### config.mk
export PLATFORM = sky130hd
export DESIGN_NAME = imm_gen_pipe
export DESIGN_NICKNAME = d
export VERILOG_FILES = /design/src/rtl/imm_gen_pkg.sv /design/src/rtl/imm_format_mux.sv /design/src/rtl/imm_gen_pipe.sv
export SDC_FILE = /design/constraint.sdc
export NUM_CORES = 1
export LEC_CHECK = 0
export ABC_AREA = 1
export BUFFER_PORTS_ARGS = -buffer_cell sky130_fd_sc_hd__buf_2
export CAP_MARGIN = 5
export CELL_PAD_IN_SITES_DETAIL_PLACEMENT = 1
export CELL_PAD_IN_SITES_GLOBAL_PLACEMENT = 2
export CORE_ASPECT_RATIO = 0.75
export CORE_MARGIN = 8
export CORE_UTILIZATION = 32
export CTS_BUF_LIST = sky130_fd_sc_hd__clkbuf_2
export DETAILED_ROUTE_END_ITERATION = 6
export GPL_ROUTABILITY_DRIVEN = 0
export PLACE_DENSITY = 0.86
export SLEW_MARGIN = 20
export SYNTH_ARGS = -nofsm -noshare
export SYNTH_HDL_FRONTEND = slang
export SYNTH_SLANG_ARGS = --single-unit
### constraint.sdc
create_clock -name clk -period 2.1 [get_ports clk]
set_clock_uncertainty 0.1 [all_clocks]
set_input_delay 0.42 -clock clk [delete_from_list [all_inputs] [get_ports clk]]
set_output_delay 0.42 -clock clk [all_outputs]
set_load 0.02 [all_outputs]
### src/rtl/imm_gen_pkg.sv
// Shared immediate-source encodings and select type for the immediate generator.
// IMM_GEN_ZIMM_EN enables the CSR zimm format on code IMM_Z.
package imm_gen_pkg;
  localparam int IMM_SRC_W = 3;
  typedef logic [IMM_SRC_W-1:0] imm_src_t;

  localparam imm_src_t IMM_I = 3'b000;
  localparam imm_src_t IMM_S = 3'b001;
  localparam imm_src_t IMM_B = 3'b010;
  localparam imm_src_t IMM_U = 3'b011;
  localparam imm_src_t IMM_J = 3'b100;
  localparam imm_src_t IMM_Z = 3'b101;
endpackage

### src/rtl/imm_format_mux.sv
// Combinational RISC-V immediate format mux, sign-extended to XLEN.
// IMM_GEN_ZIMM_EN makes IMM_Z a legal zero-extended instr[19:15] (zimm).
module imm_format_mux
  import imm_gen_pkg::*;
#(
  parameter int XLEN = 32
) (
  input  logic [31:0]     instr,
  input  imm_src_t        src,
  output logic [XLEN-1:0] imm,
  output logic            err
);
  logic [31:0] imm32;
  logic        unused_opcode;

  // Opcode bits never feed any immediate format.
  assign unused_opcode = ^instr[6:0];

  always_comb begin
    imm32 = '0;
    err   = 1'b0;
    imm   = '0;
    case (src)
      IMM_I: imm32 = {{20{instr[31]}}, instr[31:20]};
      IMM_S: imm32 = {{20{instr[31]}}, instr[31:25], instr[11:7]};
      IMM_B: imm32 = {{19{instr[31]}}, instr[31], instr[7], instr[30:25], instr[11:8], 1'b0};
      IMM_U: imm32 = {instr[31:12], 12'b0};
      IMM_J: imm32 = {{11{instr[31]}}, instr[31], instr[19:12], instr[20], instr[30:21], 1'b0};
      default: err = 1'b1;
    endcase
    imm = XLEN'($signed(imm32));
    if (err) imm = '0;
`ifdef IMM_GEN_ZIMM_EN
    // zimm is zero-extended, unlike every other format.
    if (src == IMM_Z) begin
      err = 1'b0;
      imm = XLEN'(instr[19:15]);
    end
`endif
  end
endmodule

### src/rtl/imm_gen_pipe.sv
// Two-stage valid/ready immediate generator with tag passthrough and flush.
// IMM_GEN_ZIMM_EN (in imm_format_mux) adds the CSR zimm format.
module imm_gen_pipe
  import imm_gen_pkg::*;
#(
  parameter int XLEN  = 32,
  parameter int TAG_W = 5
) (
  input  logic             clk,
  input  logic             rst_n,
  input  logic             flush,
  input  logic             in_valid,
  output logic             in_ready,
  input  logic [31:0]      in_instr,
  input  imm_src_t         in_imm_src,
  input  logic [TAG_W-1:0] in_tag,
  output logic             out_valid,
  input  logic             out_ready,
  output logic [XLEN-1:0]  out_imm,
  output logic [TAG_W-1:0] out_tag,
  output logic             out_err
);
  logic             s1_valid;
  logic [31:0]      s1_instr;
  imm_src_t         s1_src;
  logic [TAG_W-1:0] s1_tag;
  logic [XLEN-1:0]  mux_imm;
  logic             mux_err;
  logic             advance;

  assign advance  = !out_valid || out_ready;
  assign in_ready = !s1_valid || advance;

  imm_format_mux #(.XLEN(XLEN)) u_mux (
    .instr (s1_instr),
    .src   (s1_src),
    .imm   (mux_imm),
    .err   (mux_err)
  );

  always_ff @(posedge clk) begin
    if (!rst_n) begin
      s1_valid  <= 1'b0;
      s1_instr  <= '0;
      s1_src    <= '0;
      s1_tag    <= '0;
      out_valid <= 1'b0;
      out_imm   <= '0;
      out_tag   <= '0;
      out_err   <= 1'b0;
    end else if (flush) begin
      s1_valid  <= 1'b0;
      out_valid <= 1'b0;
    end else begin
      // Output stage only loads real entries, so held data stays put on bubbles.
      if (advance) begin
        out_valid <= s1_valid;
        if (s1_valid) begin
          out_imm <= mux_imm;
          out_tag <= s1_tag;
          out_err <= mux_err;
        end
      end
      if (in_ready) begin
        s1_valid <= in_valid;
        if (in_valid) begin
          s1_instr <= in_instr;
          s1_src   <= in_imm_src;
          s1_tag   <= in_tag;
        end
      end
    end
  end
endmodule
==> summary.md, run 1 <==
| Metric | Value |
|---|---|
| Sw frac | `28.2%` |
| Setup TNS Final | `0 ps` |
| Buf+Inv Stages, Crit Path | `2` |
| Simple-Gate Fraction of Synth Area | `between 30% and 40%` |
| Final min period | `between 1500 and 2000 ps` |
| Mean Syn Cell Area | `7.29 um^2` |
| Register Area | `between 1000 and 1500 um^2` |
| Site row count | `31` |
| Area of the die | `between 10000 and 15000 um^2` |
| Highest Clock Rate | `roughly 0.54 GHz` |
| Reg-to-reg slack, setup | `between 300 and 400 ps` |
| Setup violators final | `0` |
| Post-Synthesis Cells | `422` |
| Post-synth EDFFs | `0` |
| Layout fillers | `about 1200` |
| Worst skew pair latency | `between 500 and 600 ps` |
| Synth Flop Type | `dfxtp_1` |
| Switching pwr | `between 700 and 800 uW` |
| Layout cells sized above 1 | `between 20% and 30%` |
| Slew @ Worst Pin | `~480 ps` |
| Critical path type | `reg2out` |
| Total Routing Usage GR | `about 15%` |
| Ports | `between 80 and 90` |
| Syn nets | `about 470` |
| Pin count of the biggest net entering global routing | `28` |
| Yosys warnings | `0` |
| Area of the multi-input gates | `1380 um^2` |
| Slew margin rel. | `slightly below 70%` |
| Pwr/cell area | `between 700 and 800 nW/um^2` |
| Status | `finished, final reports clean` |
| Diode count | `0` |
| Syn Std Cell Area | `a little over 3000 um^2` |
| Worst Hold Path EP | `s1_instr[16]` |
| RSZ-0062 raised after global routing | `no` |
| Worst vdd ir | `roughly 0.23 mV` |
| Num CTS Buffers | `9` |
| Leakage | `0.00176 uW` |
| Top cell type's share of synthesized area | `47.5%` |
| Largest family of logic cells by synthesized area | `simple AND/OR/NAND/NOR gates` |
| Part of the power in registers | `54.2%` |
| CP Data Required Time | `between 1500 and 2000 ps` |
| Hold_ws | `about 53 ps` |
| P_int | `approximately 2000 uW` |
| Crit Path Max Fanout | `3` |
| RR Endpoint | `out_imm[22]` |
| Die width | `roughly 130 um` |
| Post-DP HPWL | `slightly below 7000 um` |
| Die height | `101 um` |
| Vias/cell | `about 4.6` |
| Initial DRC Count | `140` |
| WL/cell | `approximately 14 um` |
| Root buffer selected by CTS | `clkbuf_2` |
| Worst Hold Launch | `in_instr[16]` |
| Area leader, netlist | `dfxtp_1` |
| Slowest CP cell | `dfxtp_1` |
| Adder-cell share of the synthesized area | `0%` |
| Aggregate global routing overflow | `0` |
| Arr. time, crit path | `~1400 ps` |
| Most instantiated cells after synthesis | `nor2_1, nand2_1, dfxtp_1, nand3_1, o21ai_1` |
| Pre-CTS WS | `approximately 310 ps` |
| Fin nets | `around 560` |
| Hold Violations, Final | `0` |
| Cell with the most instances after synthesis | `nor2_1` |
| Clock network fraction of total power | `around 34%` |
| TritonRoute pass-1 iters | `4` |
| Synth-to-Final Area Change | `27.4%` |
| Hold Path Stages | `3` |
| Ys async rst share | `0%` |
| Number of library cell types mapped by synthesis | `20` |
| DRC violations left | `0` |
| Htree depth | `3` |
| CP startpoint kind | `flip-flop` |
| Post-CTS Setup Bufs | `0` |
| Register bit total from synthesis | `73` |
| CP max stage delay | `a little over 400 ps` |
| Fin. max-slew vios | `0` |
| Initial Util | `about a third` |
| DRT Wirelength | `just over 9000 um` |
| Worst-case reg-to-reg path depth | `6` |
| Synth area leaders | `dfxtp_1, nor2_1, nand2_1, nand3_1, o21ai_1` |
| Final Cycle Share | `around nine tenths` |
| Antenna violations before repair | `0` |
| IO buf count | `77` |
| Global-route wire length before repair | `roughly 15000 um` |
| Vias after detailed routing | `between 3000 and 4000` |
| Vias in the first global route | `roughly 3000` |
| Mux cell area share after synthesis | `0%` |
| Area fraction in compound gates after synthesis | `11.6%` |
| CTS max path bufs | `2` |
| Post-synthesis xor/xnor area fraction | `0%` |
| Comb pwr share | `around an eighth` |
| CORE AREA | `9500 um^2` |
| Maxcap violations | `0` |
| Clock sinks | `between 70 and 80` |
| Reg2reg start | `s1_src[0]` |
| Crit path max-delay family | `flip-flops` |
| Number of nets with antenna violations after routing | `0` |
| Critical Path End Type | `output port` |
| Final WS setup | `about 230 ps` |
| Hold crit path type | `in2reg` |
| CTS tree | `yes` |
| Clk slew on worst S/H paths | `about 200 ps` |
| Worst path cell trace | `inv_2 > nor2_2 > nand2_1 > buf_2` |
| Sequential cell area fraction in the yosys report | `between 40% and 50%` |
-- logic make-up after synthesis --
family                 Yosys count
AOI/OAI and AO/OA               71
buffers and inverters           47
DFF                             73
and+or+nand+nor                231
-- stage by stage --
| step | util, % | total power [uW] | std cells | cell area [um^2] |
|---|---|---|---|---|
| 2_1_floorplan | - | 1710 | 422 | 3080 |
| 3_3_place_gp | 37.7 | 1810 | 617 | 3580 |
| 3_5_place_dp | 37.7 | 1830 | 617 | 3580 |
| 4_1_cts | 41.1 | 2790 | 652 | 3910 |
| 5_1_grt | 41.2 | 2880 | 653 | 3920 |
| 6_report | 41.2 | 2750 | 653 | 3920 |
-- worst min-delay path: cells and delay by family --
| kind | cells | cell delay, ps |
|---|---|---|
| simple gates | 1 | 80 |
| buf+inv | 1 | 70 |
| compound gates | 1 | 60 |
-- how the worst max path moves through the flow --
| stage | start | endpoint | slack [ps] | cells past startpoint |
|---|---|---|---|---|
| after floorplan | out_valid | s1_instr[10] | 600 | 8 |
| after global placement | out_ready | s1_instr[13] | 360 | 7 |
| after detailed placement | out_ready | s1_instr[16] | 310 | 7 |
| after CTS | out_valid | in_ready | 170 | 4 |
| after global routing | out_valid | in_ready | 90 | 4 |
| final | out_valid | in_ready | 230 | 4 |
-- cells in the final DEF, fill, tap and decap left out --
| master | instances |
|---|---|
| dlygate4sd3_1 | 20 |
| nand3_1 | 42 |
| a21oi_1 | 31 |
| inv_2 | 4 |
| nor2_4 | 2 |
| inv_1 | 15 |
| clkinv_2 | 2 |
| clkinv_1 | 1 |
| nand4_1 | 10 |
| nand2_2 | 3 |
| clkbuf_2 | 9 |
| nor2_2 | 2 |
| buf_12 | 1 |
| nor2_1 | 86 |
| o21ai_1 | 40 |
| nor2_8 | 2 |
| buf_4 | 12 |
| nand2_4 | 1 |
| dfxtp_1 | 73 |
| nand2_1 | 82 |
| clkinv_4 | 2 |
| nand3_4 | 1 |
| bufinv_16 | 2 |
| clkinvlp_4 | 1 |
| buf_2 | 77 |
-- metal layers --
layer  vias to the layer above  global-route usage [%]  routed length (um)  share of wire (%)
li1                       1556                       -                   -                  -
met1                      1398                    19.1                4690                 51
met2                        57                    22.7                4050                 44
met3                        10                    4.33                 438                4.7
met4                         0                    5.13                 102                1.1
met5                         -                       0                   0                  0
-- power by group through the flow --
stage               registers [uW]  logic [uW]  clock network (uW)
finish                        1490         334                 925
CTS                           1490         336                 958
global route                  1500         373                1010
detailed placement            1520         309                   0
global placement              1520         298                   0
floorplan                     1510         198                   0
-- flip-flops by register name, indices dropped and copies added (netlist names) --
| signal | count |
|---|---|
| out_err | 1 |
| out_imm | 32 |
| out_tag | 5 |
| out_valid | 1 |
| s1_instr | 25 |
| s1_src | 3 |
| s1_tag | 5 |
| s1_valid | 1 |
-- cell type report --
cell class | instances | area share, %
clock buffer | 9 | 1.15
clock inverter | 7 | 2.43
inverter | 20 | 1.92
multi-input combinational | 302 | 35.2
sequential | 73 | 37.3
tap | 132 | 4.21
timing repair buffer | 110 | 17.8
-- what timing repair did --
| item | in CTS | in global routing |
|---|---|---|
| gates resized for setup | 0 | 0 |
| endpoints found under the hold margin | 19 | 1 |
| hold buffers | 19 | 1 |
No activity file was read; power rests on OpenSTA's default activity.
==> inputs of run 2 (changes only) <==
Clock period 2.1 ns to 2.25 ns, I/O delays scaled along.
==> summary.md, run 2 (synthesized netlist as in run 1, its figures left out) <==
| Metric | Value |
|---|---|
| Status | `finished, final reports clean (unchanged)` |
| CORE AREA | `9500 um^2 (unchanged)` |
| Aggregate global routing overflow | `0 (unchanged)` |
| Highest Clock Rate | `0.518 GHz` |
| Post-CTS Setup Bufs | `0 (unchanged)` |
| Critical path type | `reg2out (unchanged)` |
| Crit Path Max Fanout | `3 (unchanged)` |
| Worst skew pair latency | `540 ps (was 520 ps)` |
| Commonest non-fill, non-tap cell in the layout | `nor2_1 (unchanged)` |
| Final Cycle Share | `a little under nine tenths` |
| Root buffer selected by CTS | `clkbuf_2 (unchanged)` |
| Worst vdd ir | `0.284 mV (was 0.235 mV)` |
| TritonRoute pass-1 iters | `4 (unchanged)` |
| Global-route wire length before repair | `15000 um (was 15200 um)` |
| Pin count of the biggest net entering global routing | `35 (was 28)` |
| Area of the die | `13000 um^2 (unchanged)` |
| Arr. time, crit path | `1380 ps (was 1350 ps)` |
| Setup TNS Final | `0 ps (unchanged)` |
| GR Layer Usage met1 | `17.9% (was 19.1%)` |
| Critical Path End Type | `output port (unchanged)` |
| Reg2reg start | `s1_valid (was s1_src[0])` |
| CTS max path bufs | `2 (unchanged)` |
| Most frequent cells in the layout | `nor2_1, nand2_1, buf_2 (unchanged)` |
| CP Data Required Time | `1700 ps (was 1580 ps)` |
| Hold Violations, Final | `0 (unchanged)` |
| Fin. max-slew vios | `0 (unchanged)` |
| Antenna violations before repair | `0 (unchanged)` |
| Post-DP HPWL | `6790 um (was 6950 um)` |
| CTS tree | `yes (unchanged)` |
| Max FFs per register | `32 (unchanged)` |
| Number of nets with antenna violations after routing | `0 (unchanged)` |
| Hold crit path type | `in2reg (unchanged)` |
| IO buf count | `77 (unchanged)` |
| Vias in the first global route | `3021 (was 3016)` |
| Htree depth | `3 (unchanged)` |
| Fin nets | `548 (was 561)` |
| Synth-to-Final Area Change | `23.1% (was 27.4%)` |
| Top flop regs | `out_imm (32), s1_instr (25) (unchanged)` |
| Ports | `85 (unchanged)` |
| Reg-to-reg slack, setup | `490 ps (was 360 ps)` |
| Worst-case reg-to-reg path depth | `8 (was 6)` |
| Clock sinks | `73 (unchanged)` |
| Layer with the highest usage | `met2 (unchanged)` |
| # hold bufs at CTS | `10 (was 19)` |
| Initial Util | `32.4% (unchanged)` |
| Final min period | `slightly below 2000 ps` |
| Met2 usage | `23.8% (was 22.7%)` |
| Hold Path Stages | `3 (unchanged)` |
| Total Routing Usage GR | `14.7% (about the same)` |
| Cts repair resizes | `0 (unchanged)` |
| Diode count | `0 (unchanged)` |
| Pwr/cell area | `650 nW/um^2 (was 702 nW/um^2)` |
| WL/cell | `14.3 um (was 14.2 um)` |
| Setup violators final | `0 (unchanged)` |
| Site row count | `31 (unchanged)` |
| Maxcap violations | `0 (unchanged)` |
| Hold_ws | `51.7 ps (was 52.7 ps)` |
| RR Endpoint | `out_imm[28] (was out_imm[22])` |
| Slew margin rel. | `64.9% (was 68.0%)` |
| DRC violations left | `0 (unchanged)` |
| Worst Hold Launch | `in_instr[15] (was in_instr[16])` |
| Die height | `101 um (unchanged)` |
| Num CTS Buffers | `9 (unchanged)` |
| Initial DRC Count | `133 (was 140)` |
| Worst Hold Path EP | `s1_instr[15] (was s1_instr[16])` |
| Biggest register | `out_imm (unchanged)` |
| Vias/cell | `4.66 (was 4.63)` |
| Layout cells sized above 1 | `22.6% (was 23.2%)` |
| DRT Wirelength | `9130 um (was 9280 um)` |
| RSZ-0062 raised after global routing | `no (unchanged)` |
| Slew @ Worst Pin | `526 ps (was 480 ps)` |
| Vias after detailed routing | `2985 (was 3021)` |
| Leakage | `0.00168 uW (was 0.00176 uW)` |
| CP startpoint kind | `flip-flop (unchanged)` |
| Met3 Track Usage GR | `5.87% (was 4.33%)` |
| Clk slew on worst S/H paths | `210 ps (was 200 ps)` |
| Die width | `129 um (unchanged)` |
==> run 2: changes by cell type in the layout (fill, tap and decap cells not counted), moves of 2 or more <==
cell and change:
buf_4 -6, inv_6 +2, dlygate4sd3_1 -7, clkinv_2 -2, clkinvlp_4 +2
==> run 2: cell type report <==
type | instances | area, um^2
clock buffer | 9 | 45.0
clock inverter | 7 | 78.8
fill | 1209 | 5720
inverter | 20 | 75.1
multi-input combinational | 302 | 1380
sequential | 73 | 1460
tap | 132 | 165
timing repair buffer | 97 | 581
==> run 2: worst max-delay path: stages, from the launching register on <==
cell     delay, ps
dfxtp_1        410
inv_2           40
nor2_2         110
nand2_1        110
buf_2          180
==> run 2: metal layers <==
layer  wire length [um]  vias to the layer above  part of all wire (%)
met5                  0                        -                     0
met4                 67                        0                  0.73
met3                523                        7                   5.7
met2               4110                       58                    45
met1               4420                     1380                    48
li1                   -                     1540                     -
==> run 2: power by group <==
part	internal (uW)	leakage, uW	total [uW]	switching (uW)
combinational	115	0.00102	297	182
clock	264	0.0000651	778	514
sequential	1350	0.000596	1390	41.9
==> run 2: worst max-delay path by stage <==
stage          startpoint           end
3_5_place_dp        flush   out_imm[28]
3_3_place_gp        flush   out_imm[29]
6_report        out_valid      in_ready
4_1_cts         out_valid      in_ready
2_1_floorplan   out_valid  s1_instr[10]
5_1_grt         out_valid      in_ready
==> run 2: through the flow <==
step	std cells	util, %	area (um^2)	worst slack (ps)	total power [uW]
final	640	39.9	3790	318	2460
after detailed placement	611	37.2	3530	302	1700
after global placement	611	37.2	3530	376	1680
after floorplan	422	-	3080	748	1600
after global routing	640	39.9	3790	187	2590
after CTS	637	39.5	3760	251	2490
==> inputs of run 3 (changes only) <==
Settings changed: CORE_UTILIZATION 32 to 33, SYNTH_HIERARCHICAL set to 1.
==> summary.md, run 3 <==
| Metric | Value |
|---|---|
| Status | `finished, final reports clean (unchanged)` |
| Num CTS Buffers | `9 (unchanged)` |
| Die height | `108 um (was 101 um)` |
| Fin. max-slew vios | `0 (unchanged)` |
| Highest Clock Rate | `0.498 GHz (was 0.518 GHz)` |
| CTS max path bufs | `2 (unchanged)` |
| Arr. time, crit path | `1460 ps (was 1380 ps)` |
| Site row count | `33 (was 31)` |
| Area of placed instances | `4140 um^2 (was 3530 um^2)` |
| Vias/cell | `4.86 (was 4.66)` |
| Syn nets | `592 (was 467)` |
| Top flop regs | `out_imm (32), s1_instr (25) (unchanged)` |
| Clock sinks | `73 (unchanged)` |
| Commonest non-fill, non-tap cell in the layout | `nand2_1 (was nor2_1)` |
| Pwr/cell area | `618 nW/um^2 (was 650 nW/um^2)` |
| Hold Violations, Final | `0 (unchanged)` |
| Setup violators final | `0 (unchanged)` |
| Hold crit path type | `in2reg (unchanged)` |
| Post-route insts no fill | `738 (was 640)` |
| Area of the multi-input gates | `1860 um^2 (was 1380 um^2)` |
| Slew margin rel. | `66.6% (was 64.9%)` |
| Cell total after placement | `722 (was 611)` |
| CP max stage delay | `450 ps (was 410 ps)` |
| Area of the die | `15000 um^2 (was 13000 um^2)` |
| DRC violations left | `0 (unchanged)` |
| Layout cells sized above 1 | `18.2% (was 22.6%)` |
| TritonRoute pass-1 iters | `4 (unchanged)` |
| Critical path type | `reg2out (unchanged)` |
| Root buffer selected by CTS | `clkbuf_2 (unchanged)` |
| WL/cell | `14.7 um (was 14.3 um)` |
| Worst vdd ir | `0.259 mV (was 0.284 mV)` |
| Crit Path Max Fanout | `18 (was 3)` |
| Layout fillers | `1422 (was 1209)` |
| Worst skew pair latency | `530 ps (was 540 ps)` |
| Register Area | `1460 um^2 (unchanged)` |
| Initial Util | `34.0% (was 32.4%)` |
| Met3 Track Usage GR | `4.07% (was 5.87%)` |
| Slew @ Worst Pin | `501 ps (was 526 ps)` |
| Biggest register | `out_imm (unchanged)` |
| Vias after detailed routing | `3586 (was 2985)` |
| Antenna violations before repair | `0 (unchanged)` |
| Total Routing Usage GR | `14.7% (about the same)` |
| Diode count | `0 (unchanged)` |
| Initial DRC Count | `179 (was 133)` |
| Ports | `85 (unchanged)` |
| Pin count of the biggest net entering global routing | `78 (was 35)` |
| Post-Synthesis Cells | `547 (was 422)` |
| Fin nets | `638 (was 548)` |
| Final Cycle Share | `89.3% (was 85.9%)` |
| IO buf count | `77 (unchanged)` |
| Setup TNS Final | `0 ps (unchanged)` |
| Number of nets with antenna violations after routing | `0 (unchanged)` |
| Synth-to-Final Area Change | `15.0% (was 23.1%)` |
| Htree depth | `3 (unchanged)` |
| Mean Syn Cell Area | `6.80 um^2 (was 7.29 um^2)` |
| Crit path max-delay family | `flip-flops (unchanged)` |
| Maxcap violations | `0 (unchanged)` |
| CP Data Required Time | `1700 ps (about the same)` |
| Aggregate global routing overflow | `0 (unchanged)` |
| Most frequent cells in the layout | `nand2_1, nor2_1, buf_2 (was nor2_1, nand2_1, buf_2)` |
| Layer with the highest usage | `met2 (unchanged)` |
| Leakage | `0.00209 uW (was 0.00168 uW)` |
| Worst path cell trace | `nand3_4 > buf_2 (was inv_2 > nor2_2 > nand2_1 > buf_2)` |
| Vias in the first global route | `3560 (was 3021)` |
| RSZ-0062 raised after global routing | `no (unchanged)` |
| Yosys warnings | `6 (was 0)` |
| Critical Path End Type | `output port (unchanged)` |
| Global-route wire length before repair | `18200 um (was 15000 um)` |
| Slowest CP cell | `dfxtp_1 (unchanged)` |
| Tot Pwr | `2650 uW (was 2460 uW)` |
| Met2 usage | `20.9% (was 23.8%)` |
| GR Layer Usage met1 | `20.8% (was 17.9%)` |
| Buf+Inv Stages, Crit Path | `1 (was 2)` |
| Final min period | `2010 ps (was 1930 ps)` |
| Clk slew on worst S/H paths | `180 ps (was 210 ps)` |
| Die width | `139 um (was 129 um)` |
| Post-DP HPWL | `7680 um (was 6790 um)` |
| Design area | `4280 um^2 (was 3790 um^2)` |
| Syn Std Cell Area | `3720 um^2 (was 3080 um^2)` |
| Util after Layout | `39.1% (was 39.9%)` |
| CORE AREA | `10900 um^2 (was 9500 um^2)` |
| Max FFs per register | `32 (unchanged)` |
| Reg-to-reg slack, setup | `440 ps (was 490 ps)` |
| CTS tree | `yes (unchanged)` |
| CP startpoint kind | `flip-flop (unchanged)` |
| DRT Wirelength | `10800 um (was 9130 um)` |
-- run 3: repair_timing --
action,in CTS,in global routing
hold buffers,0,0
endpoints found under the hold margin,0,0
endpoints found under the setup margin,0,12
buffers inserted,0,0
gates resized for setup,0,2
-- run 3: stage by stage --
stage                     hold WS [ps]  setup slack [ps]
after global placement             353               301
final                              121               241
after CTS                         63.2              21.5
after detailed placement           365               203
after floorplan                    343               758
after global routing              71.8              88.0
-- run 3: path summary, 6_finish.rpt --
path,end,start,cells after the start
worst max-delay path,in_ready,out_valid,2
worst min-delay path,s1_instr[15],in_instr[15],5
worst max register to register,out_imm[23],s1_src[0],6
worst min register to register,out_imm[13],out_imm[13],2
-- run 3: worst register-to-register path, delay by kind of cell (launching register included) --
kind	cells	cell delay, ps
flops	1	480
simple gates	6	1180
-- run 3: per-layer routing --
metal / share of wire [%] / up-vias
li1: - / 1857
met1: 55 / 1657
met2: 40 / 63
met3: 4.3 / 9
met4: 1.1 / 0
met5: 0 / -
-- run 3: power breakdown --
group	internal (uW)	leakage, uW	total [uW]	switching [uW]
clock	375	0.0000812	818	442
combinational	165	0.00141	411	246
sequential	1360	0.000598	1420	57.5
total	1900	0.00209	2650	746
-- run 3: final cells by class --
| class | count | area share (%) |
|---|---|---|
| Timing Repair Buffer | 85 | 11.6 |
| Multi-Input combinational cell | 382 | 43.5 |
| Sequential cell | 73 | 34.2 |
| Clock inverter | 4 | 1.58 |
| Clock buffer | 12 | 1.40 |
| Inverter | 42 | 3.69 |
| Tap cell | 140 | 4.09 |
